--- config.mk ---
export PLATFORM = sky130hd
export DESIGN_NAME = zmeas_sequencer_flat
export DESIGN_NICKNAME = d
export VERILOG_FILES = /design/src/rtl/zmeas_pkg.sv /design/src/rtl/zmeas_sequencer_if.sv /design/src/rtl/zmeas_cycle_counter.sv /design/src/rtl/zmeas_sequencer.sv /design/src/flat_wrapper.sv
export SDC_FILE = /design/constraint.sdc
export NUM_CORES = 1
export LEC_CHECK = 0
export CELL_PAD_IN_SITES_DETAIL_PLACEMENT = 0
export CELL_PAD_IN_SITES_GLOBAL_PLACEMENT = 1
export CORE_MARGIN = 2
export CORE_UTILIZATION = 46
export DETAILED_ROUTE_END_ITERATION = 16
export GPL_ROUTABILITY_DRIVEN = 1
export PLACE_DENSITY = 0.95
export SLEW_MARGIN = 20
export SYNTH_ARGS = -nofsm -noshare
export SYNTH_HDL_FRONTEND = slang
export SYNTH_SLANG_ARGS = --single-unit
--- constraint.sdc ---
create_clock -name div_clk -period 5.1 [get_ports div_clk]
set_input_delay 0.51 -clock div_clk [delete_from_list [all_inputs] [get_ports div_clk]]
set_output_delay 0.51 -clock div_clk [all_outputs]
set_load 0.005 [all_outputs]
--- src/rtl/zmeas_pkg.sv ---
// Shared definitions for the impedance-measurement sequencer:
// state encoding, default settle time, index/stimulus widths and
// the bit position of the electrode-mux bank select.
package zmeas_pkg;

    localparam int DEF_SETTLE_CYCLES = 64;
    localparam int ELEC_W            = 8;
    localparam int STIM_W            = 16;
    localparam int SETTLE_W          = 16;
    localparam int SEL_LSB           = 6;

    typedef enum logic [1:0] {
        ST_IDLE    = 2'd0,
        ST_SETTLE  = 2'd1,
        ST_STIM    = 2'd2,
        ST_ADVANCE = 2'd3
    } state_e;

endpackage

--- src/rtl/zmeas_sequencer_if.sv ---
// Control/status bundle between the sweep controller (master) and the
// impedance-measurement sequencer (slave). Clock and reset stay outside.
interface zmeas_sequencer_if #(
    parameter int ELEC_W = zmeas_pkg::ELEC_W,
    parameter int STIM_W = zmeas_pkg::STIM_W
);
    logic              start;
    logic              stop;
    logic              spi_receiving;
    logic [STIM_W-1:0] stim_cycles;
    logic [ELEC_W-1:0] elec_first;
    logic [ELEC_W-1:0] elec_last;
    logic              z_meas_trig;
    logic [1:0]        sel;
    logic [ELEC_W-1:0] elec_idx;
    logic              busy;
    logic              elec_done;
    logic              sweep_done;

    modport master (
        output start, stop, spi_receiving, stim_cycles, elec_first, elec_last,
        input  z_meas_trig, sel, elec_idx, busy, elec_done, sweep_done
    );

    modport slave (
        input  start, stop, spi_receiving, stim_cycles, elec_first, elec_last,
        output z_meas_trig, sel, elec_idx, busy, elec_done, sweep_done
    );
endinterface

--- src/rtl/zmeas_cycle_counter.sv ---
// Loadable up-counter with synchronous clear, count enable and a flag
// that is high while the count equals the supplied limit.
module zmeas_cycle_counter #(
    parameter int W = 16
) (
    input  logic         clk,
    input  logic         rst,
    input  logic         clr,
    input  logic         load,
    input  logic [W-1:0] load_val,
    input  logic         en,
    input  logic [W-1:0] limit,
    output logic         at_limit
);
    logic [W-1:0] count_r;

    // Count register: clear beats load beats enable.
    always_ff @(posedge clk or posedge rst) begin
        if (rst) begin
            count_r <= {W{1'b0}};
        end else if (clr) begin
            count_r <= {W{1'b0}};
        end else if (load) begin
            count_r <= load_val;
        end else if (en) begin
            count_r <= count_r + W'(1);
        end else begin
            count_r <= count_r;
        end
    end

    assign at_limit = (count_r == limit);
endmodule

--- src/rtl/zmeas_sequencer.sv ---
// Impedance-measurement sequencer: walks an electrode range, settles the
// mux, then gates the Z-measure SPI master's stimulus around recording
// bursts so that each electrode gets exactly stim_len active cycles.
// Optional feature macro: ZMEAS_CONTINUOUS_EN (wrap to the first
// electrode forever instead of returning to IDLE after the last one).
module zmeas_sequencer #(
    parameter int SETTLE_CYCLES = zmeas_pkg::DEF_SETTLE_CYCLES,
    parameter int ELEC_W        = zmeas_pkg::ELEC_W,
    parameter int STIM_W        = zmeas_pkg::STIM_W
) (
    input  logic               div_clk,
    input  logic               rst_state,
    zmeas_sequencer_if.slave   bus
);
    import zmeas_pkg::*;

    state_e            state_r, state_n;
    logic              trig_r, trig_n;
    logic              elec_done_r, elec_done_n;
    logic              sweep_done_r, sweep_done_n;
    logic              busy_r;
    logic [1:0]        sel_r;
    logic [ELEC_W-1:0] idx_r, idx_n;
    logic [ELEC_W-1:0] last_r, last_n;
    logic [STIM_W-1:0] len_r, len_n;
`ifdef ZMEAS_CONTINUOUS_EN
    logic [ELEC_W-1:0] first_r, first_n;
`endif
    logic              settle_clr_s, settle_en_s, settle_at_lim_s;
    logic              act_clr_s, act_en_s, act_at_lim_s;

    zmeas_cycle_counter #(.W(SETTLE_W)) u_settle_cnt (
        .clk      (div_clk),
        .rst      (rst_state),
        .clr      (settle_clr_s),
        .load     (1'b0),
        .load_val ({SETTLE_W{1'b0}}),
        .en       (settle_en_s),
        .limit    (SETTLE_W'(SETTLE_CYCLES - 1)),
        .at_limit (settle_at_lim_s)
    );

    // The active counter counts stimulus cycles as they are issued, so
    // reaching stim_len means the last high cycle is already on the wire.
    zmeas_cycle_counter #(.W(STIM_W)) u_act_cnt (
        .clk      (div_clk),
        .rst      (rst_state),
        .clr      (act_clr_s),
        .load     (1'b0),
        .load_val ({STIM_W{1'b0}}),
        .en       (act_en_s),
        .limit    (len_r),
        .at_limit (act_at_lim_s)
    );

    // Next-state and next-output decode; stop overrides everything.
    always_comb begin
        state_n      = state_r;
        trig_n       = 1'b0;
        elec_done_n  = 1'b0;
        sweep_done_n = 1'b0;
        idx_n        = idx_r;
        last_n       = last_r;
        len_n        = len_r;
        settle_clr_s = 1'b0;
        settle_en_s  = 1'b0;
        act_clr_s    = 1'b0;
        act_en_s     = 1'b0;
`ifdef ZMEAS_CONTINUOUS_EN
        first_n      = first_r;
`endif
        if (bus.stop) begin
            state_n = ST_IDLE;
        end else begin
            case (state_r)
                ST_IDLE: begin
                    if (bus.start) begin
                        state_n      = ST_SETTLE;
                        len_n        = (bus.stim_cycles == {STIM_W{1'b0}}) ? STIM_W'(1) : bus.stim_cycles;
                        idx_n        = bus.elec_first;
                        last_n       = (bus.elec_last < bus.elec_first) ? bus.elec_first : bus.elec_last;
                        settle_clr_s = 1'b1;
`ifdef ZMEAS_CONTINUOUS_EN
                        first_n      = bus.elec_first;
`endif
                    end else begin
                        state_n = ST_IDLE;
                    end
                end
                ST_SETTLE: begin
                    settle_en_s = 1'b1;
                    if (settle_at_lim_s) begin
                        state_n   = ST_STIM;
                        act_clr_s = 1'b1;
                    end else begin
                        state_n = ST_SETTLE;
                    end
                end
                ST_STIM: begin
                    if (act_at_lim_s) begin
                        state_n      = ST_ADVANCE;
                        elec_done_n  = 1'b1;
                        sweep_done_n = (idx_r == last_r);
                    end else begin
                        trig_n   = !bus.spi_receiving;
                        act_en_s = !bus.spi_receiving;
                    end
                end
                ST_ADVANCE: begin
                    settle_clr_s = 1'b1;
                    if (idx_r == last_r) begin
`ifdef ZMEAS_CONTINUOUS_EN
                        idx_n   = first_r;
                        state_n = ST_SETTLE;
`else
                        state_n = ST_IDLE;
`endif
                    end else begin
                        idx_n   = idx_r + ELEC_W'(1);
                        state_n = ST_SETTLE;
                    end
                end
                default: begin
                    state_n = ST_IDLE;
                end
            endcase
        end
    end

    // State register.
    always_ff @(posedge div_clk or posedge rst_state) begin
        if (rst_state) begin
            state_r <= ST_IDLE;
        end else begin
            state_r <= state_n;
        end
    end

    // Registered outputs and sampled sweep parameters.
    always_ff @(posedge div_clk or posedge rst_state) begin
        if (rst_state) begin
            trig_r       <= 1'b0;
            elec_done_r  <= 1'b0;
            sweep_done_r <= 1'b0;
            busy_r       <= 1'b0;
            sel_r        <= 2'b00;
            idx_r        <= {ELEC_W{1'b0}};
            last_r       <= {ELEC_W{1'b0}};
            len_r        <= {STIM_W{1'b0}};
`ifdef ZMEAS_CONTINUOUS_EN
            first_r      <= {ELEC_W{1'b0}};
`endif
        end else begin
            trig_r       <= trig_n;
            elec_done_r  <= elec_done_n;
            sweep_done_r <= sweep_done_n;
            busy_r       <= (state_n != ST_IDLE);
            sel_r        <= idx_n[SEL_LSB +: 2];
            idx_r        <= idx_n;
            last_r       <= last_n;
            len_r        <= len_n;
`ifdef ZMEAS_CONTINUOUS_EN
            first_r      <= first_n;
`endif
        end
    end

    assign bus.z_meas_trig = trig_r;
    assign bus.elec_done   = elec_done_r;
    assign bus.sweep_done  = sweep_done_r;
    assign bus.busy        = busy_r;
    assign bus.sel         = sel_r;
    assign bus.elec_idx    = idx_r;
endmodule

--- src/flat_wrapper.sv ---
// flat-port wrapper written by rule: the top's interface ports become plain ports
module zmeas_sequencer_flat import zmeas_pkg::*;
#(
    parameter int SETTLE_CYCLES = zmeas_pkg::DEF_SETTLE_CYCLES,
    parameter int ELEC_W        = zmeas_pkg::ELEC_W,
    parameter int STIM_W        = zmeas_pkg::STIM_W
)
  (div_clk, rst_state, bus_start, bus_stop, bus_spi_receiving, bus_stim_cycles, bus_elec_first, bus_elec_last, bus_z_meas_trig, bus_sel, bus_elec_idx, bus_busy, bus_elec_done, bus_sweep_done);
  zmeas_sequencer_if #(.ELEC_W(ELEC_W), .STIM_W(STIM_W)) bus_i ();
  input  logic div_clk;
  input  logic rst_state;
  input wire logic [$bits(bus_i.start)-1:0] bus_start;
  input wire logic [$bits(bus_i.stop)-1:0] bus_stop;
  input wire logic [$bits(bus_i.spi_receiving)-1:0] bus_spi_receiving;
  input wire logic [$bits(bus_i.stim_cycles)-1:0] bus_stim_cycles;
  input wire logic [$bits(bus_i.elec_first)-1:0] bus_elec_first;
  input wire logic [$bits(bus_i.elec_last)-1:0] bus_elec_last;
  output wire logic [$bits(bus_i.z_meas_trig)-1:0] bus_z_meas_trig;
  output wire logic [$bits(bus_i.sel)-1:0] bus_sel;
  output wire logic [$bits(bus_i.elec_idx)-1:0] bus_elec_idx;
  output wire logic [$bits(bus_i.busy)-1:0] bus_busy;
  output wire logic [$bits(bus_i.elec_done)-1:0] bus_elec_done;
  output wire logic [$bits(bus_i.sweep_done)-1:0] bus_sweep_done;
  assign bus_i.start = bus_start;
  assign bus_i.stop = bus_stop;
  assign bus_i.spi_receiving = bus_spi_receiving;
  assign bus_i.stim_cycles = bus_stim_cycles;
  assign bus_i.elec_first = bus_elec_first;
  assign bus_i.elec_last = bus_elec_last;
  assign bus_z_meas_trig = bus_i.z_meas_trig;
  assign bus_sel = bus_i.sel;
  assign bus_elec_idx = bus_i.elec_idx;
  assign bus_busy = bus_i.busy;
  assign bus_elec_done = bus_i.elec_done;
  assign bus_sweep_done = bus_i.sweep_done;
  zmeas_sequencer #(.SETTLE_CYCLES(SETTLE_CYCLES), .ELEC_W(ELEC_W), .STIM_W(STIM_W)) u_core (.div_clk(div_clk), .rst_state(rst_state), .bus(bus_i));
endmodule
==> results.tsv <==
stage	metric	value	unit
run_status	status	complete, no violations	
sta	Max Freq	382	MHz
pwr	Leakage Power	2.12	nW
sta	final worst path period need	2620	ps
sta	actual slew at the worst max-slew pin	1040	ps
global_routing	antenna violations before repair	0	
sta	Final Slew Violations	0	
detailed_routing	Final ANT Viol Nets	0	
sta	final setup slack of the worst path	2480	ps
logic_synthesis	number of standard cells after synthesis	398	
setup_path	data arrival time at the worst-slack endpoint	2840	ps
floorplan	height of the chip	96.6	um
detailed_routing	first-pass detailed-route iteration total	4	
logic_synthesis	library cell with the largest summed area after synthesis	sky130_fd_sc_hd__dfrtp_1	
floorplan	standard cell core area	0.00826	mm^2
setup_path	slack of the worst reg-to-reg path	2480	ps
global_routing	largest net degree at the start of global routing	42	
final_layout	Final Cell Area	0.00472	mm^2
pwr	maximum vdd ir drop	145	uV
sta	normalized max-slew margin	30.8	%
setup_path	Setup Crit Path Kind	reg -> reg	
pwr	ratio of total power to cell area	388	mW/mm^2
logic_synthesis	combinational family with the most area after synthesis	simple AND/OR/NAND/NOR gates	
sta	Total Negative Setup Slacks	0	ps
logic_synthesis	synth top area cells	sky130_fd_sc_hd__dfrtp_1, sky130_fd_sc_hd__xor2_1, sky130_fd_sc_hd__mux2_2	
setup_path	kind of start point of the critical path	flip-flop	
cts	Skew-Pair Late Insertion Delay	350	ps
sta	setup clock skew after layout	14.0	ps
final_layout	utilization after layout	57.1	%
cts	H-tree depth	3	
setup_path	worst r2r src	u_core.state_r[0]$_DFF_PP0_	
cts	post-CTS resize count	0	
detailed_routing	Starting DRT DRC Count	138	
global_routing	global-route usage over all layers	21.2	%
detailed_routing	total wirelength of the detailed-routed design	9.17	mm
setup_path	required arrival time at the worst endpoint	5330	ps
logic_synthesis	Most used DFF post-synth	sky130_fd_sc_hd__dfrtp_1	
cts	TritonCTS clock tree	done	
logic_synthesis	Synth Net Count	449	
sta	Setup violations, final	0	
cts	hold bufs inserted after CTS	0	
logic_synthesis	warnings from Yosys	0	
final_layout	Filler Cell Count	704	
setup_path	worst-path fanout max	14	
floorplan	initial standard-cell utilization of the core	47.7	%
sta	worst hold margin	536	ps
floorplan	width of the chip	96.6	um
detailed_routing	wire length on met2	4.29	mm
logic_synthesis	flip-flop and latch count after synthesis	70	
placement	placed cell area	0.00450	mm^2
placement	pre-CTS setup slack	2270	ps
detailed_routing	number of remaining DRC errors	0	
logic_synthesis	count of flip-flops with a built-in enable after synthesis	0	
placement	number of port buffers	50	
final_layout	synthesis-to-layout area growth	19.7	%
min_path	HP Start	u_core.len_r[8]$_DFFE_PP0P_	
cts	Sinks on Clock Net	70	
logic_synthesis	area share of fa/ha/maj cells after synthesis	4.44	%
detailed_routing	via count	3136	
min_path	number of cells traversed by the worst hold path	1	
global_routing	sum of overflow across all layers after global routing	0	
cts	clock transition at the registers of the reported paths	70	ps
global_routing	vias in the first global route	3105	
floorplan	Die Area	0.00933	mm^2
logic_synthesis	FFs w/ async S/R, synth	100	%
final_layout	number of nets in the layout	498	
logic_synthesis	number of distinct library cells after synthesis	46	
cts	number of buffers inserted by post-CTS setup repair	0	
detailed_routing	highest layer used for signal routing	met4	
logic_synthesis	average instance area after synthesis	9.91	um^2
logic_synthesis	fraction of synthesized cell area in xor and xnor cells	9.77	%
logic_synthesis	cell area after technology mapping	0.00394	mm^2
job	reported max-cap violation count	0	
detailed_routing	met1 wire length	4.35	mm
cts	number of buffers created by CTS	9	
min_path	Worst Hold Endpoint	u_core.len_r[8]$_DFFE_PP0P_	
floorplan	number of placement rows	33	
min_path	class of the tightest hold or removal check	reg -> reg	
logic_synthesis	fraction of synthesized cell area taken by the top area cell type	44.4	%
sta	Final Hold Violating Endpoints	0	
final_layout	share of layout cells above drive strength 1	10.6	%
global_routing	global-route wire length before repair	15.1	mm
placement	Post-DP HPWL	6.68	mm
logic_synthesis	fraction of the mapped netlist area in simple logic gates	18.7	%
cts	largest buffer count on any clock path	2	
logic_synthesis	mux cell area share after synthesis	8.38	%
sta	share of the clock period used by the worst path	51.3	%
setup_path	Crit. End Element	flip-flop	
setup_path	worst reg-to-reg path cell count	8	
sta	RSZ-0062 raised after global routing	false	
placement	global placement routability congestion	0.855	
detailed_routing	vias per cell	5.63	
detailed_routing	post-DR wirelength/cell	16.5	um
cts	CTS Root Buffer Type	sky130_fd_sc_hd__clkbuf_8	
final_layout	ANT cells	0	
setup_path	terminus of the critical flop-to-flop path	u_core.u_settle_cnt.count_r[15]$_DFFE_PP0P_	
logic_synthesis	fraction of the mapped netlist area in compound gates	10.2	%
detailed_routing	length of routed met3 wiring	349	um
logic_synthesis	share of the yosys chip area belonging to registers	44.4	%
floorplan	I/O pins	51	
[Yosys cell counts (5+ instances only)]
master / n
sky130_fd_sc_hd__nand2_1: 29
sky130_fd_sc_hd__mux2_2: 16
sky130_fd_sc_hd__nor4_1: 10
sky130_fd_sc_hd__nand3_1: 12
sky130_fd_sc_hd__o21ai_0: 7
sky130_fd_sc_hd__or4_1: 6
sky130_fd_sc_hd__inv_1: 16
sky130_fd_sc_hd__xor2_1: 42
sky130_fd_sc_hd__o22ai_1: 5
sky130_fd_sc_hd__a21oi_1: 31
sky130_fd_sc_hd__dfrtp_1: 70
sky130_fd_sc_hd__clkbuf_1: 7
sky130_fd_sc_hd__and3_1: 7
sky130_fd_sc_hd__nand4_1: 14
sky130_fd_sc_hd__mux2i_1: 15
sky130_fd_sc_hd__ha_1: 14
sky130_fd_sc_hd__nor2_1: 42
[flip-flops by register name, summed over array words and instances, names as in the netlist]
signal	cells
u_core.len_r	16
u_core.u_act_cnt.count_r	16
u_core.u_settle_cnt.count_r	16
u_core.bus.elec_idx	8
u_core.last_r	8
u_core.state_r	2
u_core.bus.busy	1
u_core.bus.elec_done	1
u_core.bus.sweep_done	1
u_core.bus.z_meas_trig	1
[critical path, stage by stage (launching register included)]
cell and delay (ps):
sky130_fd_sc_hd__dfrtp_1 400, sky130_fd_sc_hd__inv_1 160, sky130_fd_sc_hd__ha_1 490, sky130_fd_sc_hd__a21oi_1 180, sky130_fd_sc_hd__o21ba_2 260, sky130_fd_sc_hd__nor4b_1 580
sky130_fd_sc_hd__nand4_1 200, sky130_fd_sc_hd__xor2_1 180, sky130_fd_sc_hd__nor2_1 50
[where the power goes]
group | internal, mW | switching [mW]
sequential | 0.671 | 0.151
clock | 0.290 | 0.213
combinational | 0.279 | 0.229
total | 1.24 | 0.593
[layout make-up]
cell class,instances,area (um^2),area share (%)
flip-flops and latches,70,1750,37.1
multi-input cells,297,2030,43.0
clock inverters,5,81.3,1.72
repair buffers,53,523,11.1
well taps,105,131,2.78
clock buffers,11,141,3.00
inverters,16,60.1,1.27
[cell families (layout without fill, tap and decap cells)]
family,after synthesis,count (layout)
mux,31,31
simple gates,144,144
flops,70,70
compound gates,64,64
fa+ha+maj,14,14
xor+xnor,44,44
buf+inv,31,85
[through the flow]
stage,power [mW],cells
6_report,1.83,557
5_1_grt,1.95,557
4_1_cts,1.84,557
3_5_place_dp,1.33,541
3_3_place_gp,1.31,541
2_1_floorplan,1.12,398
[routing by layer]
metal,track usage [%],vias up
met2,33.7,73
met1,28.7,1538
met5,0,-
li1,-,1512
met4,7.28,0
met3,4.50,13
[layout by cell type (no fill, tap or decap), types with 7 or more instances in the layout]
master / synthesis / routed
sky130_fd_sc_hd__dfrtp_1: 70 / 70
sky130_fd_sc_hd__clkdlybuf4s50_1: 0 / 50
sky130_fd_sc_hd__xor2_1: 42 / 42
sky130_fd_sc_hd__nor2_1: 42 / 42
sky130_fd_sc_hd__a21oi_1: 31 / 31
sky130_fd_sc_hd__nand2_1: 29 / 29
sky130_fd_sc_hd__mux2_2: 16 / 16
sky130_fd_sc_hd__inv_1: 16 / 15
sky130_fd_sc_hd__mux2i_1: 15 / 15
sky130_fd_sc_hd__nand4_1: 14 / 14
sky130_fd_sc_hd__ha_1: 14 / 14
sky130_fd_sc_hd__nand3_1: 12 / 12
sky130_fd_sc_hd__nor4_1: 10 / 10
sky130_fd_sc_hd__clkbuf_8: 2 / 10
sky130_fd_sc_hd__and3_1: 7 / 7
sky130_fd_sc_hd__o21ai_0: 7 / 7
[how the worst max path moves through the flow]
stage                                     start                                           to  slack (ps)
finish              u_core.state_r[0]$_DFF_PP0_  u_core.u_settle_cnt.count_r[15]$_DFFE_PP0P_        2480
global route        u_core.state_r[0]$_DFF_PP0_  u_core.u_settle_cnt.count_r[15]$_DFFE_PP0P_        2170
detailed placement            bus_elec_first[7]                 u_core.last_r[6]$_DFFE_PP0P_        2270
global placement              bus_elec_first[7]                 u_core.last_r[7]$_DFFE_PP0P_        2330
CTS                 u_core.state_r[0]$_DFF_PP0_  u_core.u_settle_cnt.count_r[15]$_DFFE_PP0P_        2470
floorplan                             rst_state                    u_core.bus.busy$_DFF_PP0_        2820
Note: power is estimated with default switching activity, not from simulation.
